File: src/rtl/instr_fetch_unit_if.sv
// ----------------------------------------------------------------------------
// instr_fetch_unit_if
//   Signal bundle between the fetch unit, instruction memory, the redirect
//   source and the decoder.
//
//   Handshake rule (applies to both imem_req_* and instr_*): a transfer
//   happens on a rising clk edge where valid and ready are both 1. While
//   valid is 1 and ready is 0, the payload is held stable. imem_rsp_valid_i
//   has no ready. Memory returns one word per accepted request, in request
//   order, at least one cycle after the accept.
//
//   master : fetch unit side      slave : environment side
//   imem_req_valid_o / imem_req_addr_o / imem_req_ready_i   read request
//   imem_rsp_valid_i / imem_rsp_data_i                      read response
//   redirect_i / redirect_pc_i                              PC steering
//   instr_valid_o / instr_o / instr_pc_o / instr_pc_plus4_o
//   / instr_ready_i                                         decode side
//   misalign_o                                              redirect target not word aligned
// ----------------------------------------------------------------------------
interface instr_fetch_unit_if #(
    parameter int ADDR_WIDTH = 32
);
    logic                  imem_req_valid_o;
    logic [ADDR_WIDTH-1:0] imem_req_addr_o;
    logic                  imem_req_ready_i;
    logic                  imem_rsp_valid_i;
    logic [31:0]           imem_rsp_data_i;
    logic                  redirect_i;
    logic [ADDR_WIDTH-1:0] redirect_pc_i;
    logic                  instr_valid_o;
    logic [31:0]           instr_o;
    logic [ADDR_WIDTH-1:0] instr_pc_o;
    logic [ADDR_WIDTH-1:0] instr_pc_plus4_o;
    logic                  instr_ready_i;
    logic                  misalign_o;

    modport master (
        output imem_req_valid_o, imem_req_addr_o,
        input  imem_req_ready_i, imem_rsp_valid_i, imem_rsp_data_i,
        input  redirect_i, redirect_pc_i,
        output instr_valid_o, instr_o, instr_pc_o, instr_pc_plus4_o,
        input  instr_ready_i,
        output misalign_o
    );

    modport slave (
        input  imem_req_valid_o, imem_req_addr_o,
        output imem_req_ready_i, imem_rsp_valid_i, imem_rsp_data_i,
        output redirect_i, redirect_pc_i,
        input  instr_valid_o, instr_o, instr_pc_o, instr_pc_plus4_o,
        output instr_ready_i,
        input  misalign_o
    );
endinterface

File: src/rtl/instr_fetch_unit.sv
// ----------------------------------------------------------------------------
// instr_fetch_unit
//   Fetch stage: holds the PC, issues in-order word reads to instruction
//   memory, pairs each returned word with the PC it was fetched from, and
//   offers it to decode. A redirect steers the PC, flushes buffered words and
//   discards responses of requests that were already in flight.
//
// Ports
//   clk_i      clock, all state on the rising edge
//   rst_i      synchronous reset, active high
//   bus        instr_fetch_unit_if.master (memory, redirect and decode side)
//   dbg_state  current FSM state (0 BOOT, 1 RUN, 2 DRAIN)
// ----------------------------------------------------------------------------
module instr_fetch_unit #(
    parameter int                    ADDR_WIDTH = 32,
    parameter logic [ADDR_WIDTH-1:0] RESET_PC   = '0,
    parameter int                    DEPTH      = 2
) (
    input  logic               clk_i,
    input  logic               rst_i,
    instr_fetch_unit_if.master bus,
    output logic [1:0]         dbg_state
);

    typedef enum logic [1:0] {
        BOOT  = 2'd0,
        RUN   = 2'd1,
        DRAIN = 2'd2
    } state_t;

    localparam int             PW      = (DEPTH > 1) ? $clog2(DEPTH) : 1;
    localparam int             CW      = PW + 1;
    localparam logic [CW:0]    DEPTH_C = (CW + 1)'(DEPTH);

    state_t                state, state_next;
    logic [ADDR_WIDTH-1:0] pc;
    logic [CW-1:0]         inflight;
    logic [CW-1:0]         drop, drop_next;
    logic                  misalign_q;

    // PC tags of requests in flight, consumed in response order.
    logic [ADDR_WIDTH-1:0] tag_mem [DEPTH];
    logic [PW-1:0]         tag_wr, tag_rd;

    // Returned instructions waiting for decode.
    logic [ADDR_WIDTH-1:0] ifq_pc   [DEPTH];
    logic [31:0]           ifq_data [DEPTH];
    logic [PW-1:0]         ifq_wr, ifq_rd;
    logic [CW-1:0]         ifq_count;

    logic                  redirect_act, rsp_take, instr_valid, push, pop;
    logic                  req_valid, req_fire;
    logic [CW:0]           occupancy;
    logic [ADDR_WIDTH-1:0] head_pc;

    assign redirect_act = bus.redirect_i && (state != BOOT);
    // A response with nothing outstanding cannot belong to us (e.g. left over
    // from before reset), so it never underflows the counter.
    assign rsp_take     = bus.imem_rsp_valid_i && (inflight != '0);
    assign instr_valid  = (ifq_count != '0);
    assign pop          = instr_valid && bus.instr_ready_i;
    assign push         = rsp_take && (state == RUN) && !redirect_act;

    // Credit: every request reserves a buffer slot. The word leaving to decode
    // this cycle frees its slot now, which keeps one fetch per cycle with
    // DEPTH=2 and a single-cycle memory.
    assign occupancy = {1'b0, inflight} + {1'b0, ifq_count} - {{CW{1'b0}}, pop};

    always_comb begin
        state_next = state;
        req_valid  = 1'b0;
        req_fire   = 1'b0;
        drop_next  = drop;
        unique case (state)
            BOOT:  state_next = RUN;
            RUN:   req_valid = (occupancy < DEPTH_C);
            DRAIN: begin
                if (rsp_take) drop_next = drop - CW'(1);
                if (drop_next == '0) state_next = RUN;
            end
            default: state_next = BOOT;
        endcase
        req_fire = req_valid && bus.imem_req_ready_i;
        // Everything outstanding after this edge is wrong-path, including a
        // request accepted in the redirect cycle itself.
        if (redirect_act) begin
            drop_next  = inflight + CW'(req_fire) - CW'(rsp_take);
            state_next = (drop_next != '0) ? DRAIN : RUN;
        end
    end

    always_ff @(posedge clk_i) begin
        if (rst_i) begin
            state      <= BOOT;
            pc         <= RESET_PC;
            inflight   <= '0;
            drop       <= '0;
            misalign_q <= 1'b0;
            tag_wr     <= '0;
            tag_rd     <= '0;
            ifq_wr     <= '0;
            ifq_rd     <= '0;
            ifq_count  <= '0;
        end else begin
            state      <= state_next;
            drop       <= drop_next;
            inflight   <= inflight + CW'(req_fire) - CW'(rsp_take);
            misalign_q <= redirect_act && (bus.redirect_pc_i[1:0] != 2'b00);
            if (redirect_act) begin
                pc <= {bus.redirect_pc_i[ADDR_WIDTH-1:2], 2'b00};
            end else if (req_fire) begin
                pc <= pc + ADDR_WIDTH'(4);
            end
            if (redirect_act) begin
                tag_wr    <= '0;
                tag_rd    <= '0;
                ifq_wr    <= '0;
                ifq_rd    <= '0;
                ifq_count <= '0;
            end else begin
                if (req_fire) tag_wr <= tag_wr + PW'(1);
                if (push) begin
                    tag_rd <= tag_rd + PW'(1);
                    ifq_wr <= ifq_wr + PW'(1);
                end
                if (pop) ifq_rd <= ifq_rd + PW'(1);
                ifq_count <= ifq_count + CW'(push) - CW'(pop);
            end
        end
    end

    // Storage needs no reset: pointers and counts decide what is visible.
    always_ff @(posedge clk_i) begin
        if (req_fire) tag_mem[tag_wr] <= pc;
        if (push) begin
            ifq_pc[ifq_wr]   <= tag_mem[tag_rd];
            ifq_data[ifq_wr] <= bus.imem_rsp_data_i;
        end
    end

    assign head_pc = instr_valid ? ifq_pc[ifq_rd] : '0;

    assign bus.imem_req_valid_o = req_valid;
    assign bus.imem_req_addr_o  = pc;
    assign bus.instr_valid_o    = instr_valid;
    assign bus.instr_o          = instr_valid ? ifq_data[ifq_rd] : 32'h0;
    assign bus.instr_pc_o       = head_pc;
    assign bus.instr_pc_plus4_o = head_pc + ADDR_WIDTH'(4);
    assign bus.misalign_o       = misalign_q;
    assign dbg_state            = state;

endmodule

File: src/flat_wrapper.sv
// flat-port wrapper written by rule: the top's interface ports become plain ports
module instr_fetch_unit_flat 
#(
    parameter int                    ADDR_WIDTH = 32,
    parameter logic [ADDR_WIDTH-1:0] RESET_PC   = '0,
    parameter int                    DEPTH      = 2
)
  (clk_i, rst_i, dbg_state, bus_imem_req_valid_o, bus_imem_req_addr_o, bus_imem_req_ready_i, bus_imem_rsp_valid_i, bus_imem_rsp_data_i, bus_redirect_i, bus_redirect_pc_i, bus_instr_valid_o, bus_instr_o, bus_instr_pc_o, bus_instr_pc_plus4_o, bus_instr_ready_i, bus_misalign_o);
  instr_fetch_unit_if #(.ADDR_WIDTH(ADDR_WIDTH)) bus_i ();
  input  logic clk_i;
  input  logic rst_i;
  output logic [1:0] dbg_state;
  output wire logic [$bits(bus_i.imem_req_valid_o)-1:0] bus_imem_req_valid_o;
  output wire logic [$bits(bus_i.imem_req_addr_o)-1:0] bus_imem_req_addr_o;
  input wire logic [$bits(bus_i.imem_req_ready_i)-1:0] bus_imem_req_ready_i;
  input wire logic [$bits(bus_i.imem_rsp_valid_i)-1:0] bus_imem_rsp_valid_i;
  input wire logic [$bits(bus_i.imem_rsp_data_i)-1:0] bus_imem_rsp_data_i;
  input wire logic [$bits(bus_i.redirect_i)-1:0] bus_redirect_i;
  input wire logic [$bits(bus_i.redirect_pc_i)-1:0] bus_redirect_pc_i;
  output wire logic [$bits(bus_i.instr_valid_o)-1:0] bus_instr_valid_o;
  output wire logic [$bits(bus_i.instr_o)-1:0] bus_instr_o;
  output wire logic [$bits(bus_i.instr_pc_o)-1:0] bus_instr_pc_o;
  output wire logic [$bits(bus_i.instr_pc_plus4_o)-1:0] bus_instr_pc_plus4_o;
  input wire logic [$bits(bus_i.instr_ready_i)-1:0] bus_instr_ready_i;
  output wire logic [$bits(bus_i.misalign_o)-1:0] bus_misalign_o;
  assign bus_imem_req_valid_o = bus_i.imem_req_valid_o;
  assign bus_imem_req_addr_o = bus_i.imem_req_addr_o;
  assign bus_i.imem_req_ready_i = bus_imem_req_ready_i;
  assign bus_i.imem_rsp_valid_i = bus_imem_rsp_valid_i;
  assign bus_i.imem_rsp_data_i = bus_imem_rsp_data_i;
  assign bus_i.redirect_i = bus_redirect_i;
  assign bus_i.redirect_pc_i = bus_redirect_pc_i;
  assign bus_instr_valid_o = bus_i.instr_valid_o;
  assign bus_instr_o = bus_i.instr_o;
  assign bus_instr_pc_o = bus_i.instr_pc_o;
  assign bus_instr_pc_plus4_o = bus_i.instr_pc_plus4_o;
  assign bus_i.instr_ready_i = bus_instr_ready_i;
  assign bus_misalign_o = bus_i.misalign_o;
  instr_fetch_unit #(.ADDR_WIDTH(ADDR_WIDTH), .RESET_PC(RESET_PC), .DEPTH(DEPTH)) u_core (.clk_i(clk_i), .rst_i(rst_i), .bus(bus_i), .dbg_state(dbg_state));
endmodule
File: config.mk
export PLATFORM = sky130hd
export DESIGN_NAME = instr_fetch_unit_flat
export DESIGN_NICKNAME = d
export VERILOG_FILES = /design/src/rtl/instr_fetch_unit_if.sv /design/src/rtl/instr_fetch_unit.sv /design/src/flat_wrapper.sv
export SDC_FILE = /design/constraint.sdc
export NUM_CORES = 1
export LEC_CHECK = 0
export ABC_CLOCK_PERIOD_IN_PS = 10650
export BUFFER_PORTS_ARGS = -buffer_cell sky130_fd_sc_hd__buf_2
export CAP_MARGIN = 20
export CORE_ASPECT_RATIO = 0.75
export CORE_MARGIN = 2
export CORE_UTILIZATION = 30
export CTS_BUF_LIST = sky130_fd_sc_hd__clkbuf_16
export CTS_CLUSTER_DIAMETER = 80
export DETAILED_ROUTE_END_ITERATION = 16
export PLACE_DENSITY = 0.61
export SETUP_SLACK_MARGIN = 0.05
export SYNTH_ARGS = -nofsm -noshare
export SYNTH_HDL_FRONTEND = slang
export SYNTH_SLANG_ARGS = --single-unit
File: constraint.sdc
create_clock -name clk_i -period 10.65 [get_ports clk_i]
set_input_delay 1.5975 -clock clk_i [delete_from_list [all_inputs] [get_ports clk_i]]
set_output_delay 1.5975 -clock clk_i [all_outputs]
set_load 0.02 [all_outputs]
==> out/metrics.cfg, run 1 <==
[setup_path]
worst_ep_required_time_ns = 9.05
r2r_cells = 10
crit_fanout = 72
start_kind = flip-flop
rrSetupSlack_ns = 6.66
r2r_end = u_core.tag_mem[0][14]
r2r_start = u_core.ifq_count[1]
cp.arrival_ns = 4.36
cp-end-kind = output port
crit_end = bus_instr_pc_plus4_o[26]
critPathKind = flip-flop to output port

[global_routing]
grt_use_total = 0.1446
grt_max_degree = 73
antenna_found_initial = 1
first_global_vias = 6177
grt_pass1_wl_um = 38610
overflow = 0

[logic_synthesis]
synth.distinct_cells = 56
synth_fa_ha_area_frac = 0.008220
async_flop_share = 0
synth_top_flop_cell = edfxtp_1
synthTopCellsByCount = edfxtp_1 (184), nor2_1 (98), mux2i_1 (62), nand2_1 (46), dfxtp_1 (45)
postSynthAreaPerCell_um2 = 13.17
synthMuxAreaShare = 0.09877
synth_top_family_by_area = simple AND/OR/NAND/NOR gates
synth_most_common_cell = edfxtp_1
syn_inst = 763
ys_ff_latch = 229
yosysWarnings = 0
synth_compound_area_frac = 0.04596
yosys.area_share.simple = 0.1298
synth-xor-area-share = 0.04882
yosys-top-cells-area = edfxtp_1 (55%), dfxtp_1 (9.0%), mux2i_1 (6.2%), mux2_2 (3.7%), nor2_1 (3.7%)
yosysTopAreaCell = edfxtp_1
syn_area_um2 = 10050
synth_edf_count = 184
ys_seq_area_frac = 0.6397
synth_top_area_frac = 0.5500

[job]
drv_cap = 0

[die]
core_area_um2 = 32660
die_x_um = 215.3
dieArea_um2 = 34980
initial_utilization = 0.3076
die_h_um = 162.5
boundaryPins = 203
rows = 57

[clock_tree]
cts_hold_buf = 0
clock-root-buffer = clkbuf_16
htreeDepth = 1
clockBufferDepth = 3
clock_latency_ns = 0.52
numCtsBuffers = 24
clk_pin_slew_ns = 0.06
postCtsSetupBuffers = 0
cts_resized = 0
tritoncts = yes
clock-sinks = 229

[power_and_ir_drop]
p_leak_nw = 4.599
p_per_area_nw_per_um2 = 198.0
vdd_drop_max_v = 0.0001299
power_switching_mw = 0.6646
finalPower_mw = 2.444
swShare = 0.2720
intPower_mw = 1.779
p_clk_frac = 0.365
pwr-share-seq = 0.478
power_frac_comb = 0.156

[finish]
nFillCells = 3223
diodes = 0
regArea_um2 = 6430
final_area_um2 = 12340
syn2layout_area_growth_pct = 22.84
drive_gt1_frac = 0.3038
multi_input_area_um2 = 3373
fin_nets = 1039

[sta]
rsz0062_at_grt = false
fin_setup_tns_ns = 0
final_hold_viol_count = 0
fmax_mhz = 167.8
setup_viol = 0
fin_skew_ns = 0.007516
tightest_slew_ns = 1.041
min_period_ns = 5.960
holdWs_ns = 0.5092
fin_crit_sh = 0.5596
drv_slew = 0
relSlewSlack = 0.3060

[worst_hold_path]
holdCritPathClass = flip-flop to flip-flop

[detailed_routing]
drc_errors = 0
drtPass1Iterations = 7
ant_nets = 0
totalWireLength_um = 25820
vias = 6653
drt-vias-per-instance = 4.675
drt-initial-drc-count = 449
wl_per_cell_um = 18.15

[placement]
placed_cell_area_um2 = 11490
gp_congestion = 0.7931
place_hpwl_um = 18200
port-buffer-count = 196

[outcome]
status = finished clean

[critical path, stage by stage (launching register included)]
cell and delay, ns:
dfxtp_4 0.48, buf_4 0.80, mux2_2 0.30, nand2_1 0.06, inv_1 0.09, ha_1 0.21, nor4b_4 0.26, nand4_1 0.63
o31a_1 0.52, nor3_1 0.20, buf_2 0.21
[power by group through the flow]
stage          Clock, mW  Sequential (mW)  Combinational, mW
2_1_floorplan          0             1.19              0.229
3_3_place_gp           0             1.18              0.381
3_5_place_dp           0             1.19              0.385
4_1_cts            0.916             1.17              0.388
5_1_grt            0.949             1.18              0.419
6_report           0.892             1.17              0.382
[logic make-up after synthesis]
family | after synthesis
AND/OR/NAND/NOR | 255
flip-flops | 229
multiplexers | 95
AO/OA/AOI/OAI | 65
XOR/XNOR | 56
buffers and inverters | 56
adder cells (fa/ha/maj) | 6
other | 1
[registers in the layout, summed over array words and instances, names as in the netlist, named ones only]
name                        flops
u_core.bus.imem_req_addr_o     30
u_core.tag_wr                   1
u_core.ifq_count                2
u_core.ifq_data                64
u_core.tag_rd                   1
u_core.inflight                 2
u_core.dbg_state                2
u_core.ifq_pc                  60
u_core.drop                     2
u_core.tag_mem                 60
u_core.ifq_rd                   1
u_core.ifq_wr                   1
u_core.bus.misalign_o           1
[layout make-up]
cell class                 count  area share
timing repair buffer         207     0.08618
clock inverter                19     0.01845
multi-input combinational    483      0.2733
clock buffer                  25     0.05069
sequential                   229      0.5210
inverter                      18    0.005475
tap                          442     0.04481
[cell usage in the layout, fill, tap and decap left out, types with 11 or more instances in the layout]
| cell | n |
|---|---|
| a211oi_1 | 15 |
| buf_2 | 196 |
| buf_4 | 11 |
| clkbuf_16 | 25 |
| dfxtp_1 | 44 |
| edfxtp_1 | 184 |
| inv_1 | 21 |
| mux2_2 | 33 |
| mux2i_1 | 62 |
| nand2_1 | 46 |
| nand3_1 | 31 |
| nand3b_1 | 11 |
| nand4_1 | 13 |
| nor2_1 | 95 |
| nor3_1 | 17 |
| o21ai_0 | 20 |
| xnor2_1 | 18 |
| xor2_1 | 38 |
[metrics by stage]
stage	worst slack (ns)	utilization	cells
floorplan	2.308	-	768
detailed placement	5.220	0.3517	1379
finish	4.690	0.3778	1423
global placement	5.268	0.3517	1379
CTS	4.656	0.3778	1423
global route	4.394	0.3778	1423
[worst min-delay path by stage]
stage,start,endpoint,cells after the start
after CTS,u_core.ifq_rd,u_core.ifq_rd,2
after global routing,u_core.ifq_rd,u_core.ifq_rd,2
after global placement,u_core.ifq_rd,u_core.ifq_rd,2
after detailed placement,u_core.tag_rd,flip-flop,2
after floorplan,u_core.ifq_rd,flip-flop,2
final,u_core.ifq_rd,u_core.ifq_rd,2
[metal layers]
layer	track usage	part of all wire	vias to the layer above
li1	-	-	3206
met1	0.2345	0.52	3170
met2	0.1909	0.39	243
met3	0.03585	0.075	32
met4	0.02571	0.013	2
met5	0	0.00050	-
Power figures use the tool's default switching activity.
==> run 2, diff against run 1 <==
Settings changed: ABC_AREA set to 1, ABC_CLOCK_PERIOD_IN_PS 10650 to 5500, PLACE_DENSITY 0.61 to 0.6.
Clock period 10.65 ns to 5.5 ns, I/O delays scaled along.
==> run 2 against run 1 <==
  * First-iteration DRC count grew 81%
  * Combinational power up 120%
  * Total power rose by 84%
  * Largest power group unchanged
  * Via count increased by 30%
  * Critical endpoint is now bus_instr_pc_plus4_o[16]
  * Cell count rose by 34%
  * Die area rose by 9.9%
  * Register-to-register slack got worse by 4.4 ns
  * Clock power is 59% higher
  * Critical path type unchanged
==> out/metrics.cfg, run 2 <==
[outcome]
status = finished clean

[setup_path]
r2r_cells = 16  ; +6
cpPeakStageDelay_ns = 0.92  ; +0.12 ns
crit_chain = inv_8 -> o21ai_4 -> inv_2 -> ha_1 -> inv_1 -> nor2_4 -> nand3_1 -> inv_2 -> nand2_1 -> xor2_1 -> buf_2
crit_cells = 11  ; +1
path_common_cell = inv_2
start_kind = flip-flop
r2r_end = u_core.bus.imem_req_addr_o[20]
rrSetupSlack_ns = 2.26  ; -4.40 ns
critPathSlowestCell = dfxtp_2
critPathKind = flip-flop to output port
crit_end = bus_instr_pc_plus4_o[16]
cp-end-kind = output port
cp.arrival_ns = 3.33  ; -1.03 ns
r2r_start = u_core.ifq_count[1]
cp_top_family = flip-flops
critical_path.n_buffers_inverters = 5  ; +2
crit_fanout = 61  ; -15%
worst_ep_required_time_ns = 4.68  ; -4.37 ns

[sta]
holdWs_ns = 0.4795  ; -0.02971 ns
fin_skew_ns = 0.01591  ; +0.008399 ns
relSlewSlack = 0.3848  ; +0.07884
final_hold_viol_count = 0  ; unchanged
setup_slack_ns = 1.348  ; -3.341 ns
tightest_slew_ns = 0.9227  ; -0.1183 ns
drv_slew = 0  ; unchanged
fmax_mhz = 240.9
rsz0062_at_grt = false
fin_crit_sh = 0.7548
min_period_ns = 4.152
fin_setup_tns_ns = 0  ; unchanged
setup_viol = 0  ; unchanged

[global_routing]
grt_max_degree = 62  ; -15%
antenna_found_initial = 1  ; unchanged
first_global_vias = 7866  ; +27%
grt_use_total = 0.1520  ; +0.007378
grt_pass1_wl_um = 45280  ; +17%
overflow = 0  ; unchanged

[finish]
fin_cells = 1905  ; +34%
reg_top3 = u_core.ifq_data x64, u_core.ifq_pc x60, u_core.tag_mem x60
regMostFlops = u_core.ifq_data
final_cell_mix = nand2_1 (392), buf_2 (196), edfxtp_1 (184)
syn2layout_area_growth_pct = 19.08
largest_reg_flops = 64  ; unchanged
layout_commonest_cell = nand2_1
fin_nets = 1472  ; +42%
diodes = 0  ; unchanged
drive_gt1_frac = 0.2406  ; -0.06318
final_util = 0.3650  ; -0.01284

[die]
core_area_um2 = 36110  ; +11%
boundaryPins = 203  ; unchanged
die_x_um = 225.8  ; +4.9%
die_h_um = 170.3  ; +4.8%
initial_utilization = 0.3065  ; -0.001074
rows = 60  ; +5.3%
dieArea_um2 = 38460  ; +9.9%

[clock_tree]
htreeDepth = 1  ; unchanged
cts_hold_buf = 0  ; unchanged
clockBufferDepth = 3  ; unchanged
clock-root-buffer = clkbuf_16
clk_pin_slew_ns = 0.06  ; about the same
numCtsBuffers = 23  ; -4.2%
tritoncts = yes
cts_resized = 0  ; unchanged
clock-sinks = 229  ; unchanged
postCtsSetupBuffers = 0  ; unchanged
clock_latency_ns = 0.53  ; about the same

[detailed_routing]
totalWireLength_um = 29490  ; +14%
drtPass1Iterations = 6  ; -1
drt-initial-drc-count = 814  ; +81%
ant_nets = 0  ; unchanged
drc_errors = 0  ; unchanged
vias = 8643  ; +30%
wl_per_cell_um = 15.48  ; -15%
drt-vias-per-instance = 4.537  ; -3.0%

[worst_hold_path]
holdCritPathClass = flip-flop to flip-flop

[logic_synthesis]
postSynthAreaPerCell_um2 = 9.184  ; -30%
synthTopCellsByCount = nand2_1 (392), edfxtp_1 (184), nor2_1 (142), inv_1 (93), nand3_1 (67)
yosys-top-cells-area = edfxtp_1 (50%), nand2_1 (13%), dfxtp_1 (8.1%), nor2_1 (4.8%), inv_1 (3.2%)
syn_inst = 1205  ; +58%
synth_most_common_cell = nand2_1
ys_seq_area_frac = 0.5807  ; -0.05901
synth_top_flop_cell = edfxtp_1
async_flop_share = 0  ; unchanged
synth.distinct_cells = 44  ; -21%
ys_ff_latch = 229  ; unchanged
yosysWarnings = 0  ; unchanged
synth_edf_count = 184  ; unchanged
syn_area_um2 = 11070  ; +10%
yosysTopAreaCell = edfxtp_1
synth_top_area_frac = 0.4993  ; -0.05074

[power_and_ir_drop]
p_leak_nw = 5.475  ; +19%
p_per_area_nw_per_um2 = 341.1  ; +72%
vdd_drop_max_v = 0.0002005  ; +54%

[placement]
dp_cells = 1867  ; +35%
place_hpwl_um = 21330  ; +17%
port-buffer-count = 196  ; unchanged
place_ws_ns = 1.819  ; -3.402 ns
gp_congestion = 0.9117  ; +15%

[job]
drv_cap = 0  ; unchanged

[run 2: cell count changes after synthesis, moves of 21 or more]
cell | before | now
mux2i_1 | 62 | 0
nand2_1 | 46 | 392
inv_1 | 18 | 93
xor2_1 | 38 | 17
nor2_1 | 98 | 142
a21oi_1 | 3 | 59
nand3_1 | 31 | 67
[run 2: how the worst min path moves through the flow]
stage / startpoint / endpoint / slack [ns] / cells past startpoint
finish: u_core.tag_rd / flip-flop / 0.48 / 2
global route: bus_imem_rsp_data_i[2] / u_core.ifq_data[1][2] / 0.47 / 1
CTS: bus_imem_rsp_data_i[0] / u_core.ifq_data[0][0] / 0.46 / 1
detailed placement: u_core.tag_rd / flip-flop / 0.47 / 2
global placement: u_core.tag_rd / u_core.tag_rd / 0.46 / 2
floorplan: u_core.tag_rd / flip-flop / 0.45 / 2
[run 2: layout make-up]
class | instances | area [um2]
Fill cell | 3676 | 22930
Sequential cell | 229 | 6427
Multi-Input combinational cell | 825 | 3988
Timing Repair Buffer | 204 | 1041
Tap cell | 496 | 620.6
Clock buffer | 24 | 600.6
Inverter | 113 | 435.4
Clock inverter | 14 | 66.31
[run 2: logic make-up (layout without fill, tap and decap cells)]
family	Yosys count	after routing	share of synthesized area
adder cells (fa/ha/maj)	6	6	0.007462
AND/OR/NAND/NOR	673	673	0.2582
buffers and inverters	156	355	0.06354
XOR/XNOR	18	18	0.01425
other	1	6	0.0003388
AO/OA/AOI/OAI	92	92	0.04500
multiplexers	30	30	0.03053
flip-flops	229	229	0.5807
[run 2: per-stage QoR]
stage               area [um2]  power (mW)
finish                   13180       4.495
global route             13180       4.730
CTS                      13180       4.543
detailed placement       12510       3.104
global placement         12510       3.085
floorplan                11090       2.781
[run 2: tightest hold or removal path, stage by stage, from the launching register on]
cell     delay, ns
dfxtp_1       0.30
inv_1         0.07
a21oi_1       0.06
[run 2: power breakdown]
| group | internal, mW | switching [mW] |
|---|---|---|
| logic | 0.260 | 0.573 |
| clock network | 0.784 | 0.640 |
| registers | 2.07 | 0.165 |
[run 2: per-layer routing]
layer	part of all wire	up-vias	global-route usage	routed length (um)
met5	0.00044	-	0	13
li1	-	4309	-	-
met2	0.38	312	0.2012	11140
met4	0.017	2	0.02995	489
met3	0.071	40	0.02935	2087
met1	0.53	3980	0.2490	15760
==> run 3, diff against run 2 <==
Settings changed: ABC_CLOCK_PERIOD_IN_PS 5500 to 3390, PLACE_DENSITY 0.6 to 0.62.
Clock period 5.5 ns to 3.39 ns, I/O delays scaled along.
==> run 3 against run 2 <==
  * First-iteration DRC count shrank 7.1%
  * Worst hold slack got worse by 0.29 ns
  * Sequential share of layout area fell by 0.68 points
  * Global-route usage about the same
  * Die area unchanged
  * Total power grew 66%
  * Critical path type unchanged
==> out/metrics.cfg, run 3 (same netlist as run 2, synthesis figures left out) <==
[outcome]
status = finished clean

[setup_path]
cp-end-kind = output port
critPathKind = flip-flop to output port
cp.arrival_ns = 2.66  ; -0.67 ns
crit_fanout = 40  ; -34%
start_kind = flip-flop
worst_ep_required_time_ns = 2.88  ; -1.80 ns

[sta]
fin_crit_sh = 0.9339
rsz0062_at_grt = true
relSlewSlack = 0.4816  ; +0.09675
fmax_mhz = 315.9
setup_slack_ns = 0.2242  ; -1.124 ns
min_period_ns = 3.166
tightest_slew_ns = 0.7747  ; -0.1481 ns
final_hold_viol_count = 0  ; unchanged
drv_slew = 0  ; unchanged
fin_skew_ns = 0.02120  ; +0.005286 ns
setup_viol = 0  ; unchanged

[clock_tree]
htreeDepth = 1  ; unchanged
clock-root-buffer = clkbuf_16
numCtsBuffers = 23  ; unchanged
clk_pin_slew_ns = 0.06  ; about the same
clockBufferDepth = 3  ; unchanged
clock-sinks = 229  ; unchanged
tritoncts = yes
clock_latency_ns = 0.52  ; about the same

[placement]
gp_congestion = 0.8958  ; -1.7%
port-buffer-count = 196  ; unchanged
place_hpwl_um = 21770  ; +2.0%
place_ws_ns = 0.2688  ; -1.550 ns
dp_cells = 1875  ; +0.43%

[finish]
regMostFlops = u_core.ifq_data
nFillCells = 3664  ; -0.33%
syn2layout_area_growth_pct = 20.81
layout_commonest_cell = nand2_1
fin_cells = 1919  ; +0.73%
reg_top3 = u_core.ifq_data x64, u_core.ifq_pc x60, u_core.tag_mem x60
largest_reg_flops = 64  ; unchanged
diodes = 0  ; unchanged
final_cell_mix = nand2_1 (392), buf_2 (196), edfxtp_1 (184)
drive_gt1_frac = 0.2439  ; +0.003255
fin_nets = 1483  ; +0.75%

[global_routing]
grtUsageMet1 = 0.2352  ; -0.01380
grt_max_degree = 63  ; +1.6%
grt_use_total = 0.1523  ; +0.0002693
busiest_layer = met1
first_global_vias = 8095  ; +2.9%
grt_util_met2 = 0.2167  ; +0.01552
antenna_found_initial = 0  ; -1
grt_pass1_wl_um = 45600  ; +0.70%
grt_use_met3 = 0.03332  ; +0.003971
overflow = 0  ; unchanged

[power_and_ir_drop]
vdd_drop_max_v = 0.0003127  ; +56%
p_leak_nw = 5.564  ; +1.6%
finalPower_mw = 7.441  ; +66%
p_per_area_nw_per_um2 = 556.5  ; +63%

[die]
die_h_um = 170.3  ; unchanged
initial_utilization = 0.3065  ; unchanged
die_x_um = 225.8  ; unchanged
rows = 60  ; unchanged
boundaryPins = 203  ; unchanged
dieArea_um2 = 38460  ; unchanged
core_area_um2 = 36110  ; unchanged

[detailed_routing]
wl_per_cell_um = 15.64  ; +1.0%
totalWireLength_um = 30010  ; +1.8%
drtPass1Iterations = 8  ; +2
drc_errors = 0  ; unchanged
ant_nets = 0  ; unchanged
drt-vias-per-instance = 4.529  ; -0.17%
drt-initial-drc-count = 756  ; -7.1%
vias = 8692  ; +0.57%

[job]
drv_cap = 0  ; unchanged

[worst_hold_path]
holdCritPathClass = primary input to flip-flop

-- run 3: cell type report --
| cell class | instances | area, um2 | share of cell area |
|---|---|---|---|
| Clock buffer | 23 | 575.6 | 0.04305 |
| Sequential cell | 229 | 6430 | 0.4809 |
| Clock inverter | 18 | 121.4 | 0.009077 |
| Timing Repair inverter | 1 | 8.758 | 0.0006551 |
| Inverter | 113 | 440.4 | 0.03294 |
| Tap cell | 496 | 620.6 | 0.04642 |
| Multi-Input combinational cell | 825 | 3993 | 0.2986 |
| Timing Repair Buffer | 214 | 1181 | 0.08834 |
-- run 3: metrics by stage --
step	hold slack, ns	setup TNS, ns	instance area [um2]	utilization
finish	0.1878	0	13370	0.3703
global route	0.1667	0	13370	0.3703
CTS	0.1597	0	13320	0.3689
detailed placement	0.4641	0	12620	0.3496
global placement	0.4578	0	12620	0.3496
floorplan	0.4474	-20.52	11090	-
-- run 3: what timing repair did --
item	4_1_cts	5_1_grt
hold buffers	0	0
endpoints found under the setup margin	0	21
setup buffers	0	2
gates resized for setup	0	9
-- run 3: worst paths after layout --
path	start	to	slack, ns	cells after the start
worst min register to register	u_core.tag_rd	u_core.tag_rd	0.47	2
worst max-delay path	flip-flop	bus_instr_pc_plus4_o[27]	0.22	12
worst max register to register	u_core.ifq_count[1]	u_core.tag_mem[0][3]	0.52	12
worst min-delay path	bus_imem_rsp_data_i[15]	u_core.ifq_data[0][15]	0.19	1
-- run 3: worst max-delay path, cell delays in order, from the launching register on --
cell,delay (ns)
dfxtp_4,0.45
buf_8,0.29
nand2_1,0.08
nand2_1,0.08
nand2_1,0.12
inv_1,0.20
nand2_1,0.12
nor2_1,0.17
nand2_1,0.13
nor2_1,0.15
nand3_1,0.08
nand2_1,0.10
buf_2,0.17
-- run 3: report_power, final --
group          switching [mW]  internal [mW]
clock                    1.02           1.37
combinational           0.967          0.462
sequential              0.253           3.36
-- run 3: per-layer routing --
metal / share of wire / vias up
li1: - / 4335
met1: 0.51 / 3975
met2: 0.39 / 351
met3: 0.086 / 31
met4: 0.014 / 0
met5: 0 / -
